$ cat config.mk
export PLATFORM = sky130hd
export DESIGN_NAME = fp_add_pipe
export DESIGN_NICKNAME = d
export VERILOG_FILES = /design/src/rtl/fp_add_pipe.sv
export SDC_FILE = /design/constraint.sdc
export NUM_CORES = 1
export LEC_CHECK = 0
export CAP_MARGIN = 40
export CORE_MARGIN = 2
export CORE_UTILIZATION = 42
export CTS_CLUSTER_DIAMETER = 120
export CTS_CLUSTER_SIZE = 20
export DETAILED_ROUTE_END_ITERATION = 10
export GPL_TIMING_DRIVEN = 0
export PLACE_DENSITY = 0.7
export SKIP_LAST_GASP = 1
export SLEW_MARGIN = 20
export SYNTH_ARGS = -nofsm -noshare
export SYNTH_HDL_FRONTEND = slang
export SYNTH_SLANG_ARGS = --single-unit
$ cat constraint.sdc
create_clock -name clk -period 7.5 [get_ports clk]
set_clock_uncertainty 0.1 [all_clocks]
set_input_delay 1.5 -clock clk [delete_from_list [all_inputs] [get_ports clk]]
set_output_delay 1.5 -clock clk [all_outputs]
set_load 0.1 [all_outputs]
$ cat src/rtl/fp_add_pipe.sv
// Pipelined IEEE-754 add/sub: 3 register stages, 1 op/cycle, all stages stall together on !out_ready.
// FP_ADD_DENORM_EN enables gradual underflow; without it subnormals flush to signed zero.
module fp_add_pipe #(
  parameter int EXP_W = 8,
  parameter int MAN_W = 23
) (
  input  logic                 clk,
  input  logic                 rst,
  input  logic                 in_valid,
  output logic                 in_ready,
  input  logic [EXP_W+MAN_W:0] in_a,
  input  logic [EXP_W+MAN_W:0] in_b,
  input  logic                 in_sub,
  output logic                 out_valid,
  input  logic                 out_ready,
  output logic [EXP_W+MAN_W:0] out_res,
  output logic [3:0]           out_flags
);
  localparam int W   = 1 + EXP_W + MAN_W;
  localparam int M   = MAN_W + 5;
  localparam int EW  = EXP_W + 2;
  localparam int SHW = $clog2(M) + 1;
  localparam logic signed [EW-1:0] ONE  = EW'(1);
  localparam logic signed [EW-1:0] EMAX = EW'((1 << EXP_W) - 1);
`ifdef FP_ADD_DENORM_EN
  localparam bit DENORM = 1'b1;
`else
  localparam bit DENORM = 1'b0;
`endif

  logic             r_s1_vld, r_s1_nan, r_s1_inv, r_s1_inf, r_s1_inf_sign;
  logic             r_s1_sign, r_s1_zsign, r_s1_sub;
  logic [EXP_W-1:0] r_s1_exp;
  logic [M-1:0]     r_s1_ml, r_s1_ms;
  logic             r_s2_vld, r_s2_nan, r_s2_inv, r_s2_inf, r_s2_inf_sign;
  logic             r_s2_sign, r_s2_zsign;
  logic [EXP_W-1:0] r_s2_exp;
  logic [M-1:0]     r_s2_sum;
  logic             r_out_vld;
  logic [W-1:0]     r_out_res;
  logic [3:0]       r_out_flags;

  logic w_adv;
  assign w_adv     = ~r_out_vld | out_ready;
  assign in_ready  = w_adv & ~rst;
  assign out_valid = r_out_vld;
  assign out_res   = r_out_res;
  assign out_flags = r_out_flags;

  // Stage 1: unpack, classify, order by magnitude, align smaller operand
  logic             w_sa, w_sb;
  logic [EXP_W-1:0] w_ea, w_eb, w_ea_eff, w_eb_eff, w_el, w_es, w_diff;
  logic [MAN_W-1:0] w_fa, w_fb, w_fa_eff, w_fb_eff;
  logic             w_a_dn, w_b_dn, w_a_inf, w_b_inf, w_a_nan, w_b_nan, w_a_big;
  logic [M-1:0]     w_ma, w_mb, w_ml, w_ms, w_ms_al;
  logic [2*M-1:0]   w_wide;

  assign w_sa = in_a[W-1];
  assign w_sb = in_b[W-1] ^ in_sub;
  assign w_ea = in_a[W-2 -: EXP_W];
  assign w_eb = in_b[W-2 -: EXP_W];
  assign w_fa = in_a[MAN_W-1:0];
  assign w_fb = in_b[MAN_W-1:0];

  assign w_a_dn  = ~|w_ea;
  assign w_b_dn  = ~|w_eb;
  assign w_a_inf = (&w_ea) & ~|w_fa;
  assign w_b_inf = (&w_eb) & ~|w_fb;
  assign w_a_nan = (&w_ea) & |w_fa;
  assign w_b_nan = (&w_eb) & |w_fb;

  // Mantissa layout: {carry, hidden, frac, guard, round, sticky}
  assign w_fa_eff = (DENORM || !w_a_dn) ? w_fa : '0;
  assign w_fb_eff = (DENORM || !w_b_dn) ? w_fb : '0;
  assign w_ea_eff = w_a_dn ? EXP_W'(1) : w_ea;
  assign w_eb_eff = w_b_dn ? EXP_W'(1) : w_eb;
  assign w_ma     = {1'b0, ~w_a_dn, w_fa_eff, 3'b000};
  assign w_mb     = {1'b0, ~w_b_dn, w_fb_eff, 3'b000};

  assign w_a_big = {w_ea_eff, w_ma} >= {w_eb_eff, w_mb};
  assign w_el    = w_a_big ? w_ea_eff : w_eb_eff;
  assign w_es    = w_a_big ? w_eb_eff : w_ea_eff;
  assign w_ml    = w_a_big ? w_ma : w_mb;
  assign w_ms    = w_a_big ? w_mb : w_ma;
  assign w_diff  = w_el - w_es;

  // Bits shifted out of the low half collapse into the sticky LSB
  assign w_wide  = {w_ms, {M{1'b0}}} >> w_diff;
  assign w_ms_al = (int'(w_diff) >= MAN_W + 3) ? {{(M-1){1'b0}}, |w_ms}
                 : {w_wide[2*M-1:M+1], w_wide[M] | (|w_wide[M-1:0])};

  // Stage 2: magnitude add/subtract
  logic [M-1:0] w_sum;
  assign w_sum = r_s1_sub ? (r_s1_ml - r_s1_ms) : (r_s1_ml + r_s1_ms);

  // Stage 3: normalise, round to nearest even, pack
  logic [SHW-1:0]         w_lzc, w_sh;
  logic signed [EW-1:0]   w_e, w_en, w_eo;
  logic [EW-1:0]          w_room;
  logic [M-2:0]           w_norm;
  logic [MAN_W+1:0]       w_rsum;
  logic [MAN_W-1:0]       w_fo;
  logic                   w_inc, w_inexact, w_tiny;
  logic [W-1:0]           w_res;
  logic [3:0]             w_flags;

  always_comb begin
    w_lzc = SHW'(M - 1);
    for (int i = 0; i < M - 1; i++)
      if (r_s2_sum[i]) w_lzc = SHW'(M - 2 - i);
  end

  assign w_e    = signed'({2'b00, r_s2_exp});
  assign w_room = {2'b00, r_s2_exp} - EW'(1);
  // Left shift stops at exponent 1; anything still unnormalised is subnormal
  assign w_sh   = (int'(w_lzc) > int'(w_room)) ? SHW'(w_room) : w_lzc;

  always_comb begin
    if (r_s2_sum[M-1]) begin
      w_norm = {r_s2_sum[M-1:2], r_s2_sum[1] | r_s2_sum[0]};
      w_en   = w_e + ONE;
    end else begin
      w_norm = r_s2_sum[M-2:0] << w_sh;
      w_en   = w_e - signed'(EW'(w_sh));
    end
  end

  assign w_inc     = w_norm[2] & (w_norm[3] | w_norm[1] | w_norm[0]);
  assign w_inexact = |w_norm[2:0];
  assign w_tiny    = ~w_norm[M-2];
  assign w_rsum    = {1'b0, w_norm[M-2:3]} + {{(MAN_W+1){1'b0}}, w_inc};

  always_comb begin
    if (w_rsum[MAN_W+1]) begin
      w_eo = w_en + ONE;
      w_fo = '0;
    end else if (w_rsum[MAN_W]) begin
      w_eo = w_en;
      w_fo = w_rsum[MAN_W-1:0];
    end else begin
      w_eo = '0;
      w_fo = w_rsum[MAN_W-1:0];
    end
  end

  always_comb begin
    w_res   = '0;
    w_flags = '0;
    if (r_s2_nan) begin
      w_res   = {1'b0, {EXP_W{1'b1}}, 1'b1, {(MAN_W-1){1'b0}}};
      w_flags = {r_s2_inv, 3'b000};
    end else if (r_s2_inf) begin
      w_res = {r_s2_inf_sign, {EXP_W{1'b1}}, {MAN_W{1'b0}}};
    end else if (r_s2_sum == '0) begin
      w_res = {r_s2_zsign, {(W-1){1'b0}}};
    end else if (!DENORM && w_tiny) begin
      w_res   = {r_s2_sign, {(W-1){1'b0}}};
      w_flags = 4'b0011;
    end else if (w_eo >= EMAX) begin
      w_res   = {r_s2_sign, {EXP_W{1'b1}}, {MAN_W{1'b0}}};
      w_flags = 4'b0101;
    end else begin
      w_res   = {r_s2_sign, w_eo[EXP_W-1:0], w_fo};
      w_flags = {2'b00, w_tiny & w_inexact, w_inexact};
    end
  end

  always_ff @(posedge clk) begin
    if (rst) begin
      r_s1_vld    <= 1'b0;
      r_s2_vld    <= 1'b0;
      r_out_vld   <= 1'b0;
      r_out_res   <= '0;
      r_out_flags <= '0;
    end else if (w_adv) begin
      r_s1_vld      <= in_valid & in_ready;
      r_s1_nan      <= w_a_nan | w_b_nan | (w_a_inf & w_b_inf & (w_sa ^ w_sb));
      r_s1_inv      <= w_a_inf & w_b_inf & (w_sa ^ w_sb);
      r_s1_inf      <= w_a_inf | w_b_inf;
      r_s1_inf_sign <= w_a_inf ? w_sa : w_sb;
      r_s1_sign     <= w_a_big ? w_sa : w_sb;
      r_s1_zsign    <= w_sa & w_sb;
      r_s1_sub      <= w_sa ^ w_sb;
      r_s1_exp      <= w_el;
      r_s1_ml       <= w_ml;
      r_s1_ms       <= w_ms_al;

      r_s2_vld      <= r_s1_vld;
      r_s2_nan      <= r_s1_nan;
      r_s2_inv      <= r_s1_inv;
      r_s2_inf      <= r_s1_inf;
      r_s2_inf_sign <= r_s1_inf_sign;
      r_s2_sign     <= r_s1_sign;
      r_s2_zsign    <= r_s1_zsign;
      r_s2_exp      <= r_s1_exp;
      r_s2_sum      <= w_sum;

      r_out_vld <= r_s2_vld;
      if (r_s2_vld) begin
        r_out_res   <= w_res;
        r_out_flags <= w_flags;
      end
    end
  end

endmodule

# After elaboration in Yosys (flattened, before gate mapping)
# Cells that the tools add are included.
dict set report totals {
  ff_bits 152
  latchBits 0
  ramBits 0
  romBits 0
  input_bits 69
  wordCells 131
  mem_count 0
}
dict set report op_classes {
  add_sub_neg 8
  mul 0
  n_div 0
  n_lt_le_gt_ge 4
  eq_ne 0
  n_shift 2
  muxes 55
  n_bitwise 24
  n_reduce_logical 14
}
# operator count
set op_table {}
lappend op_table {{6-bit two-way mux} 20}
lappend op_table {{32-bit two-way mux} 3}
lappend op_table {{27-bit two-way mux} 3}
lappend op_table {{23-bit two-way mux} 3}
lappend op_table {{31-bit two-way mux} 2}
lappend op_table {{28-bit OR reduction} 2}
lappend op_table {{55-bit by 8-bit >> shifter with 56-bit output} 1}
lappend op_table {{23-bit OR reduction} 2}
lappend op_table {{36-bit greater-or-equal comparator} 1}
lappend op_table {{8-bit two-way mux} 4}
lappend op_table {{10-bit two-way mux} 3}
lappend op_table {{28-bit adder} 1}
lappend op_table {{28-bit logical NOT} 1}
lappend op_table {{28-bit two-way mux} 1}
lappend op_table {{28-bit subtractor} 1}
lappend op_table {{27-bit by 6-bit << shifter with 27-bit output} 1}
lappend op_table {{24-bit by 1-bit adder with 25-bit output} 1}
lappend op_table {{4-bit two-way mux} 6}
lappend op_table {{8-bit AND reduction} 2}
lappend op_table {{8-bit OR reduction} 2}
lappend op_table {{3-bit two-way mux} 4}
lappend op_table {{1-bit AND} 11}
lappend op_table {{10-bit by 2-bit adder with 10-bit output (second input constant)} 1}
lappend op_table {{10-bit by 9-bit greater-or-equal comparator with 1-bit output (second input constant)} 1}
lappend op_table {{other kinds (14)} 30}

# Depth between registers and ports, before layout
# Gate-level depths: netlist of run 1.
dict set report depth {
  ltp_word 43
  mapped_depth 33
  mapped_depth_nobuf 27
}

# Least setup slack after synthesis of run 1
# Ideal clock, no wire load.
dict set report synth_path {
  path_type {input to output}
  start {input rst}
  end {output in_ready}
  arrival_ps 7439
  required_ps 5900
  slack_ps -1539
  stages 2
  cell_sequence {buf_1 -> nor2_1}
}
dict set report synth_between {
  elab_chain_cells 2
}
# item line_no
set synth_lines {}
lappend synth_lines {{start: declaration} 8} ;# input logic rst,
lappend synth_lines {{1-bit inverter (no line)} -}
lappend synth_lines {{1-bit AND} 45} ;# assign in_ready = w_adv & ~rst;
lappend synth_lines {{end: declaration} 10} ;# output logic in_ready,
# No other way between the ends.

# Worst setup path after layout of run 1
dict set report layout_path {
  start {input in_a[27]}
  end {register r_s1_ms[0] (data pin)}
}
dict set report layout_between {
  elab_chain_cells 9
  word_cells_on_any_way 14
  classes_between {1 x add/sub; 2 x order compare; 1 x shift; 6 x mux; 1 x bitwise; 3 x reduce/logical}
}
# item line_no
set layout_lines {}
lappend layout_lines {{start: declaration} 11} ;# input logic [EXP_W+MAN_W:0] in_a,
lappend layout_lines {{8-bit OR reduction} 65} ;# assign w_a_dn = ~|w_ea;
lappend layout_lines {{23-bit two-way mux or 8-bit two-way mux (tied branches)} {73, 75}}
lappend layout_lines {{36-bit greater-or-equal comparator} 80} ;# assign w_a_big = {w_ea_eff, w_ma} >= {w_eb_eff, w_mb};
lappend layout_lines {{8-bit two-way mux (on tied branches)} {81, 82}}
lappend layout_lines {{8-bit subtractor} 85} ;# assign w_diff = w_el - w_es;
lappend layout_lines {{55-bit by 8-bit >> shifter with 56-bit output} 88} ;# assign w_wide = {w_ms, {M{1'b0}}} >> w_diff;
lappend layout_lines {{28-bit OR reduction} 90} ;# : {w_wide[2*M-1:M+1], w_wide[M] | (|w_wide[M-1:0])};
lappend layout_lines {{1-bit bitwise OR} 90}
lappend layout_lines {{1-bit two-way mux (*)} 89} ;# assign w_ms_al = (int'(w_diff) >= MAN_W + 3) ? {{(M-1){1'b0}}, |w_ms}
lappend layout_lines {{named net w_ms_al[0]} 55} ;# logic [M-1:0] w_ma, w_mb, w_ml, w_ms, w_ms_al;
lappend layout_lines {{end signal: assignment} 186} ;# r_s1_ms <= w_ms_al;
lappend layout_lines {{end: declaration} 34} ;# logic [M-1:0] r_s1_ml, r_s1_ms;
# Mark *: on every way through the listed nets, which the timed path passes. The rest lies on a longest branch.
# A chain may end at the register's enable or synchronous reset.

==> qor.yml, run 1 <==
grt.total_usage_pct: 31.1
synth_top_area_cell: "edfxtp_1"
avgViaCountPerCell: 6.36
cts_tree: "done"
hold_buffers: 0
cp-start-kind: "input port"
ys_seq_area_share_pct: 27.7
drive_above_1_share_pct: 17.2
cap_viol_max_count: 0
synth_common_cells: "186 x nor2_1, 177 x nand2_1, 109 x o21ai_0"
n_antenna_cell: 0
crit_required_ps: 7590
synth_ff_type: "edfxtp_1"
post-route-period-util_pct: 98.7
dp_hpwl_mm: 44.7
status: "complete, no violations"
ctsRootBufferMaster: "clkbuf_16"
path_max_fanout: 7
netlist.area_leader.share_pct: 22.3
syn_area_sq_mm: 0.0145
fin_nets: 2156
hold_slack_ps: 314
cp_num_buf_inv: 9
ys_top_cells_by_area: "edfxtp_1 22%, ha_1 6.3%, dfxtp_1 5.4%"
die_area_sq_mm: 0.0361
min_path_type: "flop to flop"
grt_max_degree: 31
hold_violations: 0
seq_area_sq_mm: 0.00402
stdcell_count: 2481
slew_headroom_pct: 45.5
drtAntennaViolNets: 0
tightest_slew_ps: 811
period_needed_ps: 7400
powerDensity_mw_per_mm2: 263
htree_levels: 4
drt-initial-drc-count: 1515
place_congestion: 1.07
numCtsBuffers: 17
num_vias: 15800
critical_path.top_delay_family: "compound AO/OA/AOI/OAI gates"
grt_pass1_wl_mm: 86.3
multi_input_area_sq_mm: 0.0104
routed_wirelength_mm: 57.2
start_util_pct: 42.4
ios: 107
dp_slack_ps: -2760
fmax_mhz: 135
synth-edff-count: 108
portBuffers: 106
synth_cells: 1788
cts.clk_slew.worst_paths_ps: 60
cp.arrival_ps: 7500
area_growth_pct: 28.9
clockBufferDepth: 2
grt_pass1_vias: 15100
fin_area_sq_mm: 0.0187
ir_worst_vdd_uv: 158
critical_path_class: "input port to flop"
report.final.setup_viol: 0
place_area_sq_mm: 0.0170
crit_path_top_delay_cell: "mux4_2"
cp_slowest_stage_delay_ps: 560
syn_nets: 1931
setup_ws_ps: 95.2
antenna_found_initial: 0
nFillCells: 3111
dp.cells: 2401
avgSynthCellArea_sq_um: 8.13
slew_violations: 0
setup_tns_ps: 0
first_pass_iters: 6
yosysMostFrequentCell: "nor2_1"
cts.sinks: 147
core_area_sq_mm: 0.0343
dieHeight_microns: 190
synth_cell_types: 101
yosys_warnings: 0
cpMostUsedCell: "buf_4"
drc_errors: 0
num_rows: 68
die_x_microns: 190
insertion_delay_ps: 440
grt_overflow: 0
cp-end-kind: "flop"
p_leak_nw: 7.24
post_drt_wl_per_cell_microns: 23.0
ys_seq_elements: 147
async_flop_share_pct: 0
[flip-flops by register name, indices dropped and copies added, names as in the netlist, 4 cells and up]
register,flops
r_s2_sum,28
r_s1_ms,27
r_s2_exp,8
r_s1_exp,8
r_s1_ml,24
out_res,32
out_flags,4
[repair_timing]
item / CTS / global route
gates resized for setup: 127 / 78
buffers inserted: 24 / 29
pin swaps: 22 / 31
endpoints found under the hold margin: 0 / 0
setup endpoints to repair: 61 / 58
[per-stage QoR]
step | total power [mW] | utilization (%)
after detailed placement | 3.64 | 49.5
after global placement | 3.60 | 47.4
after floorplan | 2.83 | -
final | 4.92 | 54.6
after global routing | 5.15 | 54.6
after CTS | 4.70 | 53.1
[layer usage]
| metal | global-route usage, % | up-vias | wire length, microns |
|---|---|---|---|
| li1 | - | 7233 | - |
| met1 | 35.2 | 7510 | 21200 |
| met2 | 54.9 | 842 | 28200 |
| met3 | 3.86 | 199 | 3760 |
| met4 | 20.8 | 0 | 4040 |
| met5 | 0 | - | 0 |
[power breakdown]
| group | internal, mW | switching [mW] |
|---|---|---|
| Sequential | 0.995 | 0.124 |
| Combinational | 1.08 | 1.79 |
| Clock | 0.567 | 0.370 |
| Total | 2.64 | 2.28 |
[cells by family after synthesis]
logic type	synth area share (%)
multiplexers	6.70
flip-flops	27.7
AO/OA/AOI/OAI	25.8
AND/OR/NAND/NOR	22.7
XOR/XNOR	5.37
adder cells (fa/ha/maj)	6.42
buffers and inverters	5.35
[final timing paths]
path / from / endpoint / slack [ps] / depth (start not counted)
setup reg to reg: r_s2_sum[1]$_DFFE_PP_ / out_res[13]$_SDFFE_PP0P_ / 150 / 28
hold reg to reg: r_s1_exp[1]$_DFFE_PP_ / r_s2_exp[1]$_DFFE_PP_ / 310 / 0
hold / removal: r_s1_exp[1]$_DFFE_PP_ / r_s2_exp[1]$_DFFE_PP_ / 310 / 0
setup / recovery: in_a[27] / r_s1_ms[0]$_DFFE_PP_ / 100 / 28
[final cells by class]
cell class	count	area share [%]
Multi-Input combinational cell	1459	55.5
Sequential cell	147	21.5
Timing Repair Buffer	211	11.7
Buffer	98	3.18
Tap cell	455	3.04
Clock buffer	17	2.27
Inverter	79	1.62
Clock inverter	15	1.18
[placed cells by master, fill, tap and decap left out, drive strengths merged, types with 21 or more instances in the layout]
cell and instances:
dfxtp 39, nor2b 21, o211ai 23, buf 141, a32o 26, xor2 22, nor4 36, o21ai 121
a211oi 33, clkbuf 84, xnor2 67, mux2i 44, edfxtp 108, mux2 25, inv 84, clkdlybuf4s50 92
and2 26, ha 73, nand2 178, nor2 187, a31oi 29, nor3 77, nand3 60, a21oi 103
Note: power is estimated with default switching activity, not from simulation.
==> run 2: changes to the inputs <==
--- a/config.mk
+++ b/config.mk
@@ -7,12 +7,13 @@
 export LEC_CHECK = 0
 export CAP_MARGIN = 40
 export CORE_MARGIN = 2
-export CORE_UTILIZATION = 42
+export CORE_UTILIZATION = 55
 export CTS_CLUSTER_DIAMETER = 120
 export CTS_CLUSTER_SIZE = 20
 export DETAILED_ROUTE_END_ITERATION = 10
 export GPL_TIMING_DRIVEN = 0
-export PLACE_DENSITY = 0.7
+export MAX_ROUTING_LAYER = met4
+export PLACE_DENSITY = 0.86
 export SKIP_LAST_GASP = 1
 export SLEW_MARGIN = 20
 export SYNTH_ARGS = -nofsm -noshare
==> run 2 against run 1 <==
Against the previous run:
- register-to-register slack worse by 20 ps
- critical path depth fell by 4
- cell area is 3.3% lower
- non-clock buffer count shrank 22
- sequential power hardly changed
- clock power down 7.7%
- worst setup slack worse by 31 ps
- hold slack improved by 13 ps
- largest cell class unchanged
==> qor.yml, run 2 (synthesized netlist as in run 1, its figures left out) <==
status: "complete, no violations"
grt.total_usage_pct: 44.6
cts_tree: "done"
r2r_end: "out_res[5]$_SDFFE_PP0P_"
fin_util_pct: 69.7
area_growth_pct: 24.6
fin_nets: 2134
portBuffers: 106
critical_path_class: "input port to flop"
post_drt_wl_per_cell_microns: 26.5
multi_input_area_sq_mm: 0.0102
ir_worst_vdd_uv: 176
comb_power_share_pct: 59.2
ios: 107
busiest_layer: "met2"
slew_violations: 0
drc_errors: 0
place_area_sq_mm: 0.0168
first_pass_iters: 8
cts.sinks: 147
p_seq_share_pct: 23.1
grtUsageMet1_pct: 46.3
cp-endpoint: "r_s1_ms[0]$_DFFE_PP_"
switching_share_pct: 48.3
mostFrequentLayoutCell: "nor2_1"
post-route-period-util_pct: 99.1
setup_tns_ps: 0
largest_reg_flops: 32
crit_start: "in_b[27]"
drtAntennaViolNets: 0
total_power_mw: 4.87
r2r_setup_slack_ps: 130
p_leak_nw: 7.10
period_needed_ps: 7440
n_antenna_cell: 0
gr-usage-met2_pct: 74.5
fmax_mhz: 134
dieHeight_microns: 167
min_path_type: "flop to flop"
dp.cells: 2273
numCtsBuffers: 17
die_x_microns: 167
clockBufferDepth: 2
core_area_sq_mm: 0.0260
cap_viol_max_count: 0
rr_worst_depth: 27
htree_levels: 4
slew_headroom_pct: 31.7
grt_max_degree: 32
cts.clk_slew.worst_paths_ps: 70
r2r-start: "r_s2_sum[4]$_DFFE_PP_"
dp_hpwl_mm: 46.9
avgViaCountPerCell: 7.06
drt-initial-drc-count: 2305
cp.arrival_ps: 7530
grt_overflow: 0
grt_pass1_wl_mm: 93.0
hold_slack_ps: 328
grt_use_met3_pct: 6.65
num_vias: 16500
routed_wirelength_mm: 62.1
pwr-share-clk_pct: 17.8
switchingPower_mw: 2.35
fin_area_sq_mm: 0.0181
die_area_sq_mm: 0.0277
nFillCells: 2011
crit_required_ps: 7590
powerDensity_mw_per_mm2: 269
start_util_pct: 55.9
dp_slack_ps: -2950
path_max_fanout: 9
drive_above_1_share_pct: 15.1
place_congestion: 1.15
p_int_mw: 2.51
cp-start-kind: "input port"
seq_area_sq_mm: 0.00402
num_rows: 59
tightest_slew_ps: 999
grt_pass1_vias: 16100
setup_ws_ps: 64.0
stdcell_count: 2339
insertion_delay_ps: 440
antenna_found_initial: 0
ctsRootBufferMaster: "clkbuf_16"
hold_violations: 0
report.final.setup_viol: 0
cp-end-kind: "flop"
layout_common_cells: "181 x nor2_1, 172 x nand2_1, 108 x edfxtp_1"
run 2: worst max-delay path, stage by stage:
cell,delay (ps)
clkdlybuf4s50_1,470
nor4_2,300
nand2_2,170
buf_8,170
nand2_2,110
ha_1,250
nor2b_1,130
o21a_1,170
o21a_1,160
o21a_1,190
o31ai_4,300
a2111oi_4,130
o211ai_1,310
nand2_2,130
buf_4,190
buf_4,170
o211a_1,230
o311a_1,320
o311a_1,350
nor3_2,710
inv_1,240
a2111oi_2,410
a31oi_1,160
o2bb2a_4,250
run 2: what timing repair did:
| item | in CTS | in global routing |
|---|---|---|
| hold endpoints to repair | 0 | 0 |
| pin swaps | 12 | 20 |
| hold buffers | 0 | 0 |
| endpoints found under the setup margin | 67 | 59 |
| gates resized for setup | 77 | 87 |
| buffers inserted | 15 | 18 |
run 2: power by group through the flow:
stage	clock network (mW)	logic (mW)	registers, mW
finish	0.865	2.88	1.12
detailed placement	0	2.53	1.13
global placement	0	2.47	1.13
floorplan	0	1.70	1.13
global route	0.895	3.01	1.13
CTS	0.857	2.62	1.12
run 2: worst min path at each step:
stage | cells after the start | startpoint | endpoint
2_1_floorplan | 0 | r_s1_exp[0]$_DFFE_PP_ | r_s2_exp[0]$_DFFE_PP_
3_3_place_gp | 0 | r_s1_sign$_DFFE_PP_ | r_s2_sign$_DFFE_PP_
3_5_place_dp | 0 | r_s1_zsign$_DFFE_PP_ | r_s2_zsign$_DFFE_PP_
4_1_cts | 0 | r_s1_zsign$_DFFE_PP_ | r_s2_zsign$_DFFE_PP_
5_1_grt | 0 | r_s1_inf$_DFFE_PP_ | r_s2_inf$_DFFE_PP_
6_report | 0 | r_s1_zsign$_DFFE_PP_ | r_s2_zsign$_DFFE_PP_
run 2: cell type report:
cell class	count	area share [%]
tap	335	2.31
clock inverter	14	0.864
timing repair buffer	189	11.0
clock buffer	18	2.37
sequential	147	22.2
inverter	79	1.64
buffer	98	3.14
multi-input combinational	1459	56.4
run 2: layer usage:
metal	wire length [microns]	share of wire, %
met1	20700	33
met3	5100	8.2
met4	6830	11
met2	29400	47
met5	0	0
==> run 3: changes to the inputs <==
--- a/config.mk
+++ b/config.mk
@@ -13,7 +13,7 @@
 export DETAILED_ROUTE_END_ITERATION = 10
 export GPL_TIMING_DRIVEN = 0
 export MAX_ROUTING_LAYER = met4
-export PLACE_DENSITY = 0.86
+export PLACE_DENSITY = 0.76
 export SKIP_LAST_GASP = 1
 export SLEW_MARGIN = 20
 export SYNTH_ARGS = -nofsm -noshare
==> run 3 against run 2 <==
Against the previous run:
- register-to-register slack better by 30 ps
- final cell count hardly changed
- fmax is 0.76% higher
- critical path depth is 5 higher
- sequential share of layout area is 0.22 points lower
- critical path type unchanged
- critical endpoint unchanged
- largest cell class unchanged
==> qor.yml, run 3 (synthesized netlist as in run 1, its figures left out) <==
status: "complete, no violations"
drive_above_1_share_pct: 16.2
place_congestion: 1.11
mostFrequentLayoutCell: "nor2_1"
path_max_fanout: 10
nFillCells: 1974
slew_headroom_pct: 41.5
min_path_type: "flop to flop"
grt_pass1_wl_mm: 86.3
r2r-start: "r_s2_sum[17]$_DFFE_PP_"
r2r_end: "out_res[3]$_SDFFE_PP0P_"
first_pass_iters: 8
total_power_mw: 4.79
cpMostUsedCell: "buf_4"
dieHeight_microns: 167
core_area_sq_mm: 0.0260
start_util_pct: 55.9
numCtsBuffers: 17
grt.total_usage_pct: 40.8
cts.clk_slew.worst_paths_ps: 70
critical_path_class: "input port to flop"
period_needed_ps: 7380
drc_errors: 0
post_drt_wl_per_cell_microns: 24.0
drt-initial-drc-count: 1977
cp_slowest_stage_delay_ps: 570
routed_wirelength_mm: 56.3
grt_max_degree: 33
hold_buffers: 0
htree_levels: 4
ios: 107
r2r_setup_slack_ps: 160
report.final.setup_viol: 0
powerDensity_mw_per_mm2: 262
layout_common_cells: "182 x nor2_1, 167 x nand2_1, 108 x edfxtp_1"
num_rows: 59
ir_worst_vdd_uv: 217
p_leak_nw: 7.16
area_growth_pct: 25.9
avgViaCountPerCell: 6.87
n_antenna_cell: 0
grt_pass1_vias: 15500
cp-endpoint: "r_s1_ms[0]$_DFFE_PP_"
largest_reg_flops: 32
grt_overflow: 0
ctsRootBufferMaster: "clkbuf_16"
cp-start-kind: "input port"
cap_viol_max_count: 0
cts_tree: "done"
fin_util_pct: 70.4
num_vias: 16100
cts.sinks: 147
post-route-period-util_pct: 98.4
crit_start: "in_b[30]"
rr_worst_depth: 24
crit_required_ps: 7590
portBuffers: 106
clockBufferDepth: 2
crit_path_top_delay_cell: "mux4_2"
fin_area_sq_mm: 0.0183
tightest_slew_ps: 871
dp_hpwl_mm: 43.0
antenna_found_initial: 0
insertion_delay_ps: 450
setup_tns_ps: 0
cp-end-kind: "flop"
fmax_mhz: 135
hold_violations: 0
slew_violations: 0
drtAntennaViolNets: 0
fin_nets: 2136
die_area_sq_mm: 0.0277
die_x_microns: 167
place_area_sq_mm: 0.0168
cp.arrival_ps: 7470
run 3: changes by cell type in the layout (fill, tap and decap cells not counted), sizes merged, moves of 2 or more:
| cell | delta |
|---|---|
| inv | -4 |
| dlymetal6s2s | +3 |
| clkinv | +6 |
| clkbuf | -8 |
| buf | +11 |
| dlygate4sd2 | -3 |
| clkdlybuf4s50 | -2 |
run 3: worst max-delay path: cells and delay by family:
family	cells	cell delay, ps
fa+ha+maj	1	150
buf+inv	12	2010
mux	2	960
compound gates	7	1630
simple gates	7	1220
run 3: timing repair:
| action | CTS | global route |
|---|---|---|
| pin swaps | 16 | 28 |
| resized for setup | 78 | 113 |
| buffers inserted | 18 | 15 |
| endpoints found under the setup margin | 60 | 60 |
| gates cloned | 0 | 1 |
run 3: area by class of cell:
type | count | area, sq um | area share, %
clock inverter | 15 | 199 | 1.09
clock buffer | 17 | 425 | 2.33
timing repair buffer | 191 | 2040 | 11.2
buffer | 98 | 584 | 3.20
tap | 335 | 419 | 2.29
multi-input combinational | 1459 | 10300 | 56.3
sequential | 147 | 4020 | 22.0
inverter | 79 | 305 | 1.67
run 3: per-layer routing:
metal	GRT usage, %	routed length, microns	up-vias
met3	6.37	4590	335
li1	-	-	7188
met1	44.2	19800	7454
met5	-	0	-
met4	29.8	5530	0
met2	68.0	26400	1094
run 3: power breakdown:
group	internal [mW]	switching, mW	total, mW
sequential	0.994	0.142	1.14
combinational	1.04	1.74	2.78
clock	0.457	0.417	0.874
run 3: worst min path at each step:
stage | endpoint | start | slack (ps) | depth (start not counted)
after floorplan | r_s2_exp[0]$_DFFE_PP_ | r_s1_exp[0]$_DFFE_PP_ | 300 | 0
after global placement | r_s2_inv$_DFFE_PP_ | r_s1_inv$_DFFE_PP_ | 300 | 0
after detailed placement | r_s2_zsign$_DFFE_PP_ | r_s1_zsign$_DFFE_PP_ | 300 | 0
after CTS | r_s2_exp[1]$_DFFE_PP_ | r_s1_exp[1]$_DFFE_PP_ | 320 | 0
after global routing | r_s2_exp[7]$_DFFE_PP_ | r_s1_exp[7]$_DFFE_PP_ | 330 | 0
final | r_s2_exp[1]$_DFFE_PP_ | r_s1_exp[1]$_DFFE_PP_ | 320 | 0
run 3: through the flow:
stage / setup WS [ps] / std cells / hold slack, ps
after floorplan: 3.91 / 1788 / 300
after global placement: -2850 / 2229 / 301
after detailed placement: -2510 / 2278 / 305
after CTS: -5.64 / 2326 / 323
after global routing: -40.1 / 2341 / 329
final: 120 / 2341 / 323
